[config.mk]
export PLATFORM = sky130hd
export DESIGN_NAME = mem_arbiter2
export DESIGN_NICKNAME = d
export VERILOG_FILES = /design/src/rtl/mem_arbiter2.sv
export SDC_FILE = /design/constraint.sdc
export NUM_CORES = 1
export LEC_CHECK = 0
export CAP_MARGIN = 0
export CORE_AREA = 2 2 123 125
export DETAILED_ROUTE_END_ITERATION = 10
export DIE_AREA = 0 0 125 127
export PLACE_DENSITY_LB_ADDON = 0.3
export SYNTH_ARGS = -nofsm -noshare
export SYNTH_HDL_FRONTEND = slang
export SYNTH_SLANG_ARGS = --single-unit
[constraint.sdc]
create_clock -name clk -period 2.9 [get_ports clk]
set_clock_uncertainty 0.1 [all_clocks]
set_input_delay 0.58 -clock clk [delete_from_list [all_inputs] [get_ports clk]]
set_output_delay 0.58 -clock clk [all_outputs]
set_load 0.01 [all_outputs]
[src/rtl/mem_arbiter2.sv]
// rtl/mem_arbiter2.sv - two-requester arbiter for one single-port synchronous memory
// Same-cycle grant, round-robin or starvation-bounded fixed priority, read response steering.
module mem_arbiter2 #(
  parameter int POLICY       = 1,
  parameter int STARVE_LIMIT = 8
) (
  input  logic        clk,
  input  logic        rstn,
  input  logic        p0_valid,
  input  logic        p0_write,
  input  logic [3:0]  p0_wmask,
  input  logic [31:0] p0_wdata,
  input  logic [31:0] p0_addr,
  output logic        p0_ready,
  output logic        p0_rvalid,
  output logic [31:0] p0_rdata,
  input  logic        p1_valid,
  input  logic        p1_write,
  input  logic [3:0]  p1_wmask,
  input  logic [31:0] p1_wdata,
  input  logic [31:0] p1_addr,
  output logic        p1_ready,
  output logic        p1_rvalid,
  output logic [31:0] p1_rdata,
  output logic        mem_valid,
  output logic        mem_write,
  output logic [3:0]  mem_wmask,
  output logic [31:0] mem_wdata,
  output logic [31:0] mem_addr,
  input  logic [31:0] mem_rdata
);

  localparam logic [7:0] LIMIT = 8'(STARVE_LIMIT);

  logic       last_grant_q, last_grant_d;
  logic [7:0] starve_cnt_q, starve_cnt_d;
  logic       rsp_pend_q, rsp_pend_d;
  logic       rsp_port_q, rsp_port_d;
  logic       gnt1;

  always_comb begin
    gnt1 = 1'b0;
    if (p1_valid && !p0_valid) begin
      gnt1 = 1'b1;
    end else if (p1_valid && p0_valid) begin
      if (POLICY == 1) begin
        gnt1 = ~last_grant_q;
      end else begin
        gnt1 = (starve_cnt_q == LIMIT);
      end
    end
  end

  assign p0_ready  = p0_valid & ~gnt1;
  assign p1_ready  = p1_valid & gnt1;

  // With no grant the port 0 fields still drive addr/wdata, but write strobes stay low.
  assign mem_valid = p0_valid | p1_valid;
  assign mem_write = gnt1 ? p1_write : (p0_valid & p0_write);
  assign mem_wmask = gnt1 ? p1_wmask : (p0_valid ? p0_wmask : 4'b0000);
  assign mem_wdata = gnt1 ? p1_wdata : p0_wdata;
  assign mem_addr  = gnt1 ? p1_addr  : p0_addr;

  assign p0_rdata  = mem_rdata;
  assign p1_rdata  = mem_rdata;
  assign p0_rvalid = rsp_pend_q & ~rsp_port_q;
  assign p1_rvalid = rsp_pend_q & rsp_port_q;

  always_comb begin
    last_grant_d = mem_valid ? gnt1 : last_grant_q;
    starve_cnt_d = 8'd0;
    if (p1_valid && !gnt1) begin
      starve_cnt_d = (starve_cnt_q == LIMIT) ? starve_cnt_q : starve_cnt_q + 8'd1;
    end
    rsp_pend_d = mem_valid & ~mem_write;
    rsp_port_d = gnt1;
  end

  always_ff @(posedge clk or negedge rstn) begin
    if (!rstn) begin
      last_grant_q <= 1'b1;
      starve_cnt_q <= 8'd0;
      rsp_pend_q   <= 1'b0;
      rsp_port_q   <= 1'b0;
    end else begin
      last_grant_q <= last_grant_d;
      starve_cnt_q <= starve_cnt_d;
      rsp_pend_q   <= rsp_pend_d;
      rsp_port_q   <= rsp_port_d;
    end
  end

endmodule

==> results.py <==
metrics = {
    "run_status": {
        "status": "finished, final reports clean",
    },
    "placed_design": {
        "dpl.hpwl_microns": 5580,
        "gp_congestion": 0.800,
        "place_inst": 490,
        "placed_area_sq_um": 3390,
        "portBuffers": 215,
    },
    "detailed_routing": {
        "firstDrtPassIters": 3,
        "ant_nets": 0,
        "drt-initial-drc-count": 22,
        "wl_per_cell_microns": 13.9,
        "via_count": 1718,
        "post-route-drc-count": 0,
        "via_per_inst": 3.42,
        "drt_wl_total_microns": 6960,
    },
    "logic_synthesis": {
        "ys_top_cells_by_area": "mux2_2, buf_4, mux2_1",
        "syn_inst": 156,
        "yosys_warnings": 0,
        "synth_top_area_cell": "mux2_2",
        "synth_top_area_share_pct": 44.2,
        "synth-edff-count": 0,
        "async_reset_ff_share_pct": 100,
        "synth_area_per_cell_sq_um": 9.48,
        "syn-num-nets": 330,
        "synth_area_sq_um": 1480,
        "synth.distinct_cells": 17,
        "yosysMostFrequentCell": "buf_4",
        "synth_flop_cell": "dfrtp_1",
        "ys_seq_area_share_pct": 5.16,
        "synth_seq_cells": 3,
        "synth_common_cells": "buf_4, mux2_2, a32o_1, mux2_1, buf_6",
    },
    "sta": {
        "whs_ns": 0.425,
        "period_share_pct": 89.9,
        "timing.slew.headroom_pct": 82.4,
        "fmax_ghz": 0.383,
        "tightest_slew_ns": 0.264,
        "rsz0062_at_grt": "no",
        "hold_viol_final": 0,
        "drv_slew": 0,
        "finalSetupViolCount": 0,
        "period_minus_slack_ns": 2.61,
        "setup_tns_ns": 0,
    },
    "critical_path": {
        "arrival_ns": 1.93,
        "critPathKind": "primary input to output pin",
        "crit_fanout": 17,
        "r2r-end": "rsp_pend_q",
        "rr_worst_depth": 5,
        "cp-end-kind": "output pin",
        "startpoint": "p0_valid",
        "rr_startpoint": "last_grant_q",
        "rrSetupSlack_ns": 1.42,
        "crit_required_ns": 2.22,
        "worst_setup_path_start_kind": "primary input",
        "critPathCapture": "mem_addr[14]",
    },
    "final_layout": {
        "nets": 493,
        "fin_util_pct": 24.5,
        "syn_to_final_growth_pct": 138,
        "final_cell_area_sq_um": 3530,
        "antenna_cells": 0,
        "fin_cells": 502,
        "num-fill-cells": 1546,
        "drive_gt1_share_pct": 38.4,
    },
    "floorplanning": {
        "die_x_microns": 125,
        "die_h_microns": 127,
        "initial_core_util_pct": 10.3,
        "io_pins": 312,
        "coreArea_sq_um": 14400,
        "dieArea_sq_um": 15900,
        "rows": 44,
    },
    "global_routing": {
        "antenna_found_initial": 0,
        "grt_remaining_overflow": 0,
        "grt_first_pass_wirelength_microns": 10300,
        "grt_pass1_vias": 1891,
        "grt_max_degree": 18,
        "track_usage_pct": 8.15,
    },
    "clock_network": {
        "clk_latency_ns": 0.22,
        "cts_buffers": 3,
        "clk_path_buf_depth": 2,
        "path_clk_slew_ns": 0.03,
        "root_buffer": "clkbuf_16",
        "htree_num_levels": 1,
        "cts_tree": "built",
        "hold_buffers": 0,
        "cts.sinks": 3,
    },
    "pwr": {
        "power_leakage_uw": 0.00141,
        "p_per_area_nw_per_um2": 247,
        "ir_drop_mv": 0.151,
    },
    "worst_hold_path": {
        "hold_class": "flip-flop to flip-flop",
    },
    "flow_run": {
        "max-cap-violations": 0,
    },
}
cells in the final DEF, fill, tap and decap left out:
cell	n
clkdlybuf4s50_1	144
mux2_2	58
clkdlybuf4s15_2	26
dlygate4sd2_1	24
buf_2	11
mux2_1	6
a32o_1	6
clkbuf_2	6
buf_4	6
clkbuf_16	4
buf_6	4
dlymetal6s2s_1	3
and2_1	2
inv_1	2
buf_16	2
buf_12	2
dfrtp_1	2
a21boi_4	1
nand2b_1	1
a21boi_0	1
or2_2	1
nor2b_1	1
nor2_1	1
a21oi_1	1
clkbuf_1	1
dfstp_2	1
clkdlybuf4s15_1	1
area by class of cell:
cell class / count / area (sq um) / share of cell area [%]
Clock buffer: 4 / 78.8 / 2.23
Inverter: 2 / 7.51 / 0.213
Multi-Input combinational cell: 79 / 847 / 24.0
Sequential cell: 3 / 76.3 / 2.16
Tap cell: 184 / 230 / 6.53
Timing Repair Buffer: 230 / 2290 / 64.8
where the power goes:
| part | total (uW) | internal (uW) | leakage [uW] | switching [uW] |
|---|---|---|---|---|
| registers | 52.9 | 48.5 | 0.0000354 | 4.36 |
| clock network | 221 | 182 | 0.0000382 | 39.3 |
| logic | 596 | 402 | 0.00134 | 194 |
routing by layer:
| metal | vias up | part of all wire (%) | wire length (microns) | global-route usage [%] |
|---|---|---|---|---|
| li1 | 803 | - | - | - |
| met1 | 755 | 32 | 2220 | 7.85 |
| met2 | 125 | 54 | 3790 | 16.1 |
| met3 | 35 | 11 | 741 | 2.43 |
| met4 | 0 | 3.1 | 213 | 3.40 |
| met5 | - | 0 | 0 | 0 |
state kept, by name, summed over array words and instances, names as in the netlist:
signal,count
last_grant_q,1
rsp_pend_q,1
rsp_port_q,1
kinds of logic (layout without fill, tap and decap cells):
family                 count (synthesis)  in the layout  synth area share [%]
buffers and inverters                 74            236                  37.6
and+or+nand+nor                        6              6                  2.37
muxes                                 64             64                  48.7
AOI/OAI and AO/OA                      9              9                  6.18
DFF                                    3              3                  5.16
what timing repair did:
action                                  4_1_cts  5_1_grt
pin swaps                                     0        1
gates cloned                                  2        1
endpoints found under the setup margin       69       47
resized for setup                           153       22
buffers inserted                              4        1
how the worst min path moves through the flow:
stage / start / endpoint / depth (start not counted)
CTS: last_grant_q / last_grant_q / 2
floorplan: rstn / rsp_pend_q / 0
global placement: last_grant_q / last_grant_q / 2
finish: last_grant_q / last_grant_q / 2
global route: rstn / rsp_port_q / 1
detailed placement: last_grant_q / last_grant_q / 2
through the flow:
step	setup WS, ns	total power, uW
after floorplan	0.800	359
after global placement	-0.219	671
after detailed placement	-0.223	673
after CTS	-0.102	876
after global routing	0.244	919
final	0.291	870
critical path, stage by stage:
cell and delay [ns]:
dlymetal6s2s_1 0.17, a21boi_4 0.21, buf_6 0.12, buf_4 0.10, buf_12 0.15, mux2_2 0.36
clkdlybuf4s15_2 0.23
(Power assumes the default switching activity.)
